--- src/rtl/mem_arbiter.sv ---
// Arbiter sharing one single-ported RAM between instruction fetch and data access.
// Data has priority; a consecutive-grant counter bounds instruction starvation.
module mem_arbiter #(
    parameter int unsigned STARVE_LIMIT = 4
) (
    input  logic        CLK,
    input  logic        RST,
    input  logic        iREN,
    input  logic [31:0] iaddr,
    output logic [31:0] iload,
    output logic        iwait,
    input  logic        dREN,
    input  logic        dWEN,
    input  logic [31:0] daddr,
    input  logic [31:0] dstore,
    output logic [31:0] dload,
    output logic        dwait,
    output logic        ramREN,
    output logic        ramWEN,
    output logic [31:0] ramaddr,
    output logic [31:0] ramstore,
    input  logic [31:0] ramload,
    input  logic        ram_ready
);

    typedef enum logic [1:0] {
        IDLE = 2'd0,
        IACC = 2'd1,
        DACC = 2'd2
    } state_t;

    localparam logic [3:0] LIMIT = 4'(STARVE_LIMIT);

    state_t     state_q, state_d;
    logic [3:0] scnt_q, scnt_d;
    logic       dreq_s;

    assign dreq_s = dREN | dWEN;

    // State and starvation counter registers
    always_ff @(posedge CLK or posedge RST) begin
        if (RST) begin
            state_q <= IDLE;
            scnt_q  <= 4'd0;
        end else begin
            state_q <= state_d;
            scnt_q  <= scnt_d;
        end
    end

    // Arbitration happens only in IDLE; a grant ends on completion or withdrawal
    always_comb begin
        state_d = state_q;
        scnt_d  = scnt_q;
        case (state_q)
            IDLE: begin
                if (iREN && (scnt_q == LIMIT)) begin
                    state_d = IACC;
                    scnt_d  = 4'd0;
                end else if (dreq_s) begin
                    state_d = DACC;
                    if (iREN) begin
                        scnt_d = (scnt_q == LIMIT) ? LIMIT : scnt_q + 4'd1;
                    end else begin
                        scnt_d = 4'd0;
                    end
                end else if (iREN) begin
                    state_d = IACC;
                    scnt_d  = 4'd0;
                end else begin
                    state_d = IDLE;
                end
            end
            IACC: begin
                if (ram_ready || !iREN) begin
                    state_d = IDLE;
                end else begin
                    state_d = IACC;
                end
            end
            DACC: begin
                if (ram_ready || !dreq_s) begin
                    state_d = IDLE;
                end else begin
                    state_d = DACC;
                end
            end
            default: begin
                state_d = IDLE;
                scnt_d  = 4'd0;
            end
        endcase
    end

    // RAM strobes follow the live request so a withdrawn grant issues nothing
    always_comb begin
        ramREN   = 1'b0;
        ramWEN   = 1'b0;
        ramaddr  = 32'd0;
        ramstore = 32'd0;
        iwait    = 1'b1;
        dwait    = 1'b1;
        case (state_q)
            IDLE: begin
                ramREN = 1'b0;
            end
            IACC: begin
                ramREN  = iREN;
                ramaddr = iaddr;
                iwait   = ~ram_ready;
            end
            DACC: begin
                ramWEN   = dWEN;
                ramREN   = dREN & ~dWEN;
                ramaddr  = daddr;
                ramstore = dstore;
                dwait    = ~ram_ready;
            end
            default: begin
                ramREN = 1'b0;
            end
        endcase
    end

    assign iload = ramload;
    assign dload = ramload;

endmodule

--- config.mk ---
export PLATFORM = sky130hd
export DESIGN_NAME = mem_arbiter
export DESIGN_NICKNAME = d
export VERILOG_FILES = /design/src/rtl/mem_arbiter.sv
export SDC_FILE = /design/constraint.sdc
export NUM_CORES = 1
export LEC_CHECK = 0
export BUFFER_PORTS_ARGS = -buffer_cell sky130_fd_sc_hd__buf_4
export CAP_MARGIN = 15
export CORE_AREA = 3 3 102 104
export DETAILED_ROUTE_END_ITERATION = 7
export DIE_AREA = 0 0 105 107
export PLACE_DENSITY_LB_ADDON = 0.12
export RECOVER_POWER = 100
export REMOVE_ABC_BUFFERS = 1
export SYNTH_ARGS = -nofsm -noshare
export SYNTH_HDL_FRONTEND = slang
export SYNTH_SLANG_ARGS = --single-unit
export TNS_END_PERCENT = 30
--- constraint.sdc ---
create_clock -name CLK -period 2 [get_ports CLK]
set_input_delay 0.6 -clock CLK [delete_from_list [all_inputs] [get_ports CLK]]
set_output_delay 0.6 -clock CLK [all_outputs]
set_load 0.05 [all_outputs]
==> flow_summary.yaml, run 1 <==
status:
  status: "finished, violations left"
  violations: "setup timing"
finish:
  stdcell_area_mm2: 0.00339
  nNetsFinal: 477
  post_layout_nonfiller_instances: 468
  layout.core_utilization_pct: 35.2
  fillerInstances: 1054
  flow.area_growth_from_synthesis_pct: 116
  multi_input_gate_area_in_the_final_layout_mm2: 0.00116
  insertedDiodeCount: 0
  seqCellArea_um2: 150
  post_route_cells_drive_above_1_share_pct: 81.8
critical_path:
  timing.reg2reg.worst_path_depth: 5
  critPathRequiredTime_ns: 1.40
  endpoint: "ramstore[17]"
  endpoint_kind: "output pin"
  path_class: "flop to output pin"
  r2r_start: "state_q[0]"
  endpoint_of_the_worst_slack_reg_to_reg_timing_path: "scnt_q[0]"
  crit_arrival_ns: 1.52
  worst_setup_path_start_kind: "flop"
  regToRegSetupSlack_ns: 0.21
  beginning_of_the_critical_path: "state_q[1]"
  critical_path_peak_fanout: 18
timing:
  maxClockFrequency_mhz: 472
  worst_slew_pin_slew_ns: 0.338
  timing.final.crit_share_pct: 106
  post-route-min-period_ns: 2.12
  hold-worst-slack_ns: 0.310
  max_slew_margin_pct: 77.4
  timing_max_transition_violations_final: 0
  skew_ns: 0.00608
  post-route-worst-setup-slack_ns: -0.121
  rsz_0062_raised_after_global_routing: "true"
  setup-violations-final: 60
  hold_viol_final: 0
placed_design:
  port-buffer-count: 169
  placed_cells_incl_taps: 459
  detailedPlacementHpwl_um: 9510
  post_dp_cell_area_mm2: 0.00261
  place.gp.congestion: 0.761
worst_hold_path:
  holdCritPathClass: "primary input to asynchronous set/reset pin"
clock_network:
  master_cell_of_the_clock_root_buffer: "sky130_fd_sc_hd__clkbuf_8"
  cts_made_buffers: 3
  clock_insertion_delay_worst_skew_ns: 0.22
  holdBufCountCts: 0
  clock_tree_from_tritoncts: "done"
  clock_tree.htree_level_count: 1
  clock_sinks: 6
  clock_path_buffers: 2
  cts.clk_slew.worst_paths_ns: 0.04
routing:
  detailroute.via_count: 2030
  post-route-drc-count: 0
  drtPass1Iterations: 5
  detail_route.wl_per_cell_um: 24.3
  detail_route.vias_per_cell: 4.34
  antenna_left: 0
  drt_iter0_markers: 36
  drt-total-wl_um: 11400
yosys:
  synth_enable_flop_cells: 0
  postSynth.asyncResetShare_pct: 100
  yosys_most_used_dff: "sky130_fd_sc_hd__dfrtp_1"
  syn_area_per_cell_um2: 7.00
  commonest_cells_post_synth: "64 x sky130_fd_sc_hd__buf_4, 33 x sky130_fd_sc_hd__and2_1, 33 x sky130_fd_sc_hd__nor2_1"
  yosysTopAreaCellShare_pct: 30.6
  synth_seq_area_share_pct: 9.57
  synth_top_cell_by_area: "sky130_fd_sc_hd__buf_4"
  synthCells: 224
  cell_types_with_the_largest_area_share_after_synthesis: "sky130_fd_sc_hd__buf_4 31%, sky130_fd_sc_hd__a22oi_1 15%, sky130_fd_sc_hd__and2_1 13%"
  synth-seq-cells: 6
  synth.yosys.warnings: 0
  synthesis.area_mm2: 0.00157
  synth.most_common_cell: "sky130_fd_sc_hd__buf_4"
  ys_types: 31
power:
  net-switching-power_uw: 1810
  worst_ir_drop_on_vdd_mv: 0.433
  share_comb_of_total_power_pct: 89.9
  p_int_uw: 1620
  clock_power_share_pct: 5.4
  leakage_component_of_the_power_uw: 0.00156
  power.sequential.fraction_pct: 4.7
  swShare_pct: 52.7
  cellPowerDensity_mw_per_mm2: 1010
die:
  dieHeight_um: 107
  design.die.area_mm2: 0.0112
  core.rowCount: 36
  ioPinCount: 266
  initial_core_util_pct: 16.3
  die_x_um: 105
  coreArea_mm2: 0.00964
grt:
  grtUsageTotal_pct: 18.3
  first_global_vias: 2083
  global_route.overflow_total: 0
  grt_first_pass_wirelength_um: 14900
  grt_antenna_before_repair: 0
  grt_max_degree: 37
flow_run:
  drv.max_cap_violation_count: 0
metrics by stage:
step                      total power [uW]  TNS [ns]  worst slack, ns
after floorplan                       1590    -54.43            -1.04
after global placement                2490         0           0.0392
after detailed placement              2480         0           0.0205
after CTS                             3120     -4.83           -0.128
after global routing                  3610     -8.99           -0.199
final                                 3430     -5.01           -0.121
final cells by class:
| cell class | count | share of cell area, % |
|---|---|---|
| timing repair buffer | 186 | 54.4 |
| multi-input combinational | 134 | 34.1 |
| tap | 133 | 4.90 |
| sequential | 6 | 4.42 |
| clock buffer | 3 | 1.22 |
| inverter | 6 | 0.885 |
per-layer routing:
layer  global-route usage, %  part of all wire (%)  wire, um
met1                    19.3                    34      3840
met2                    27.7                    44      5040
met3                    17.2                    21      2330
met4                   0.937                  0.55        62
met5                    6.67                  0.68        77
worst min path at each step:
stage | from | end | slack (ns) | cells past startpoint
after detailed placement | scnt_q[2] | scnt_q[2] | 0.55 | 1
after floorplan | RST | scnt_q[0] | 0.39 | 1
after global routing | RST | scnt_q[1] | 0.34 | 2
after global placement | RST | scnt_q[0] | 0.55 | 2
final | RST | scnt_q[1] | 0.31 | 2
after CTS | RST | scnt_q[1] | 0.32 | 2
repair_timing:
| action | in CTS | in global routing |
|---|---|---|
| buffers inserted | 0 | 2 |
| setup endpoints to repair | 68 | 68 |
| cloned | 2 | 2 |
| hold endpoints to repair | 0 | 0 |
| pin swaps | 2 | 7 |
| resized for setup | 111 | 69 |
state kept, by name, summed over array words and instances, names as in the netlist:
| register | flops |
|---|---|
| state_q | 2 |
| scnt_q | 4 |
worst max-delay path: stages (launching register included):
cell and delay [ns]:
sky130_fd_sc_hd__dfrtp_1 0.39, sky130_fd_sc_hd__buf_6 0.13, sky130_fd_sc_hd__ha_4 0.19, sky130_fd_sc_hd__buf_6 0.13
sky130_fd_sc_hd__clkbuf_16 0.17, sky130_fd_sc_hd__and2_4 0.15, sky130_fd_sc_hd__buf_6 0.15
power groups by stage:
stage                     clock network [uW]  registers (uW)  logic (uW)
after global placement                     0             162        2320
after global routing                     195             167        3250
after floorplan                            0             160        1430
final                                    184             163        3090
after CTS                                188             163        2770
after detailed placement                   0             162        2320
placed cells by master (no fill, tap or decap), types with 3 or more instances in the layout:
| master | instances |
|---|---|
| sky130_fd_sc_hd__ha_4 | 3 |
| sky130_fd_sc_hd__buf_6 | 56 |
| sky130_fd_sc_hd__buf_4 | 104 |
| sky130_fd_sc_hd__clkbuf_8 | 3 |
| sky130_fd_sc_hd__inv_1 | 3 |
| sky130_fd_sc_hd__a22oi_2 | 23 |
| sky130_fd_sc_hd__nor2_2 | 16 |
| sky130_fd_sc_hd__a22oi_1 | 9 |
| sky130_fd_sc_hd__ha_1 | 3 |
| sky130_fd_sc_hd__and2_4 | 32 |
| sky130_fd_sc_hd__buf_12 | 4 |
| sky130_fd_sc_hd__dfrtp_1 | 6 |
| sky130_fd_sc_hd__buf_8 | 18 |
| sky130_fd_sc_hd__nor2_1 | 14 |
| sky130_fd_sc_hd__nor2_4 | 3 |
cells by family (layout without fill, tap and decap cells):
logic type | Yosys count | count (layout) | synth area share (%)
buf+inv | 84 | 195 | 35.4
fa+ha+maj | 6 | 6 | 4.78
compound gates | 44 | 44 | 20.7
flops | 6 | 6 | 9.57
mux | 1 | 1 | 0.957
simple gates | 83 | 83 | 28.5
No activity file was read; power rests on OpenSTA's default activity.
==> run 2: changes to the inputs <==
clock period = 1.85 ns   (was 2 ns; I/O delays follow)
==> flow_summary.yaml, run 2 (synthesis gave the netlist of run 1 again) <==
status:
  status: "finished, violations left"
  violations: "setup timing"
placed_design:
  placed_cells_incl_taps: 462
  detailedPlacementHpwl_um: 9400
  port-buffer-count: 169
  place.gp.congestion: 0.778
finish:
  top_regs: "scnt_q: 4 flops, state_q: 2 flops"
  nNetsFinal: 477
  seqCellArea_um2: 150
  layout.core_utilization_pct: 33.6
  fillerInstances: 1062
  top_library_cells_by_usage_in_the_layout_fill_and_taps_aside: "111 x sky130_fd_sc_hd__buf_4, 59 x sky130_fd_sc_hd__buf_6, 25 x sky130_fd_sc_hd__a22oi_2"
  mostFrequentLayoutCell: "sky130_fd_sc_hd__buf_4"
  largest_register_ff_count: 4
  insertedDiodeCount: 0
  flow.area_growth_from_synthesis_pct: 106
  regMostFlops: "scnt_q"
  post_layout_nonfiller_instances: 468
  multi_input_gate_area_in_the_final_layout_mm2: 0.00109
  post_route_cells_drive_above_1_share_pct: 74.9
flow_run:
  drv.max_cap_violation_count: 0
clock_network:
  holdBufCountCts: 0
  cts.clk_slew.worst_paths_ns: 0.04
  master_cell_of_the_clock_root_buffer: "sky130_fd_sc_hd__clkbuf_8"
  clock_sinks: 6
  clock_tree.htree_level_count: 1
  clock_insertion_delay_worst_skew_ns: 0.23
  clock_path_buffers: 2
  cts_made_buffers: 3
  clock_tree_from_tritoncts: "done"
power:
  leakage_component_of_the_power_uw: 0.00149
  cellPowerDensity_mw_per_mm2: 1040
  fin_total_pwr_uw: 3370
  worst_ir_drop_on_vdd_mv: 0.496
critical_path:
  critPathRequiredTime_ns: 1.29
  timing.reg2reg.worst_path_depth: 5
  cp_slowest_cell: "sky130_fd_sc_hd__dfrtp_1"
  crit_arrival_ns: 1.54
  regToRegSetupSlack_ns: 0.15
  endpoint_kind: "output pin"
  path_class: "flop to output pin"
  crit_chain: "inv_2 > ha_4 > clkinv_2 > buf_12 > nor2_1 > buf_6"
  worst_setup_path_start_kind: "flop"
  r2r_start: "state_q[1]"
  critical_path_peak_fanout: 27
  cpPeakStageDelay_ns: 0.38
  endpoint_of_the_worst_slack_reg_to_reg_timing_path: "scnt_q[0]"
die:
  dieHeight_um: 107
  initial_core_util_pct: 16.3
  ioPinCount: 266
  die_x_um: 105
  coreArea_mm2: 0.00964
  design.die.area_mm2: 0.0112
  core.rowCount: 36
grt:
  grt_antenna_before_repair: 1
  first_global_vias: 2089
  grt_first_pass_wirelength_um: 14500
  grt_max_degree: 37
  global_route.overflow_total: 0
  grtUsageTotal_pct: 17.8
timing:
  maxClockFrequency_mhz: 478
  post-route-worst-setup-slack_ns: -0.243
  post-route-min-period_ns: 2.09
  timing_max_transition_violations_final: 0
  worst_slew_pin_slew_ns: 0.316
  accumulated_negative_setup_slack_ns: -12.27
  hold_viol_final: 0
  rsz_0062_raised_after_global_routing: "true"
  setup-violations-final: 68
  hold-worst-slack_ns: 0.250
  timing.final.crit_share_pct: 113
  max_slew_margin_pct: 78.7
  skew_ns: 0.00573
routing:
  detail_route.vias_per_cell: 4.25
  drt_iter0_markers: 57
  antenna_left: 0
  drtPass1Iterations: 4
  post-route-drc-count: 0
  detailroute.via_count: 1988
  detail_route.wl_per_cell_um: 23.0
  drt-total-wl_um: 10800
worst_hold_path:
  holdCritPathClass: "primary input to asynchronous set/reset pin"
run 2: cell types whose count changed in the layout (fill, tap and decap cells not counted), moves of 3 or more:
cell,previous run,this run
sky130_fd_sc_hd__buf_8,18,10
sky130_fd_sc_hd__nor2_4,3,0
sky130_fd_sc_hd__buf_6,56,59
sky130_fd_sc_hd__nor2_1,14,18
sky130_fd_sc_hd__and2_4,32,10
sky130_fd_sc_hd__buf_4,104,111
sky130_fd_sc_hd__and2_1,1,24
run 2: cell type report:
cell class	count	share of cell area (%)
clock buffer	3	1.28
inverter	6	0.735
multi-input combinational	134	33.8
sequential	6	4.64
tap	133	5.15
timing repair buffer	186	54.4
run 2: worst max-delay path: cells and delay by family (launching register included):
kind / cells / cell delay [ns]
fa+ha+maj: 1 / 0.27
flops: 1 / 0.38
buf+inv: 4 / 0.50
simple gates: 1 / 0.15
run 2: how the worst max path moves through the flow:
stage | start | slack [ns] | endpoint | cells past startpoint
floorplan | state_q[0] | -1.14 | ramREN | 4
global placement | state_q[0] | -0.19 | ramaddr[1] | 6
detailed placement | state_q[0] | -0.16 | ramaddr[1] | 6
CTS | state_q[1] | -0.27 | ramaddr[9] | 6
global route | state_q[1] | -0.32 | ramaddr[12] | 6
finish | state_q[1] | -0.24 | ramaddr[19] | 6
run 2: per-layer routing:
| metal | part of all wire (%) | track usage [%] | vias to the layer above | wire length (um) |
|---|---|---|---|---|
| met5 | 0.63 | 6.67 | - | 68 |
| met4 | 0.29 | 1.78 | 4 | 31 |
| met3 | 22 | 17.3 | 6 | 2400 |
| met2 | 43 | 26.8 | 209 | 4620 |
| met1 | 34 | 17.9 | 861 | 3630 |
| li1 | - | - | 908 | - |
run 2: timing repair:
| item | in CTS | in global routing |
|---|---|---|
| gates resized for setup | 84 | 53 |
| gates cloned | 0 | 1 |
| endpoints found under the setup margin | 68 | 68 |
| buffers inserted | 0 | 2 |
| pin swaps | 2 | 6 |
run 2: where the power goes:
group / internal (uW) / switching [uW]
Clock: 140 / 59.3
Combinational: 1240 / 1760
Sequential: 155 / 24.2
Total: 1530 / 1840
run 2: per-stage QoR:
stage	worst slack, ns	area (um2)
floorplan	-1.14	1040
global placement	-0.185	2630
detailed placement	-0.163	2630
CTS	-0.271	2970
global route	-0.324	3230
finish	-0.243	3230
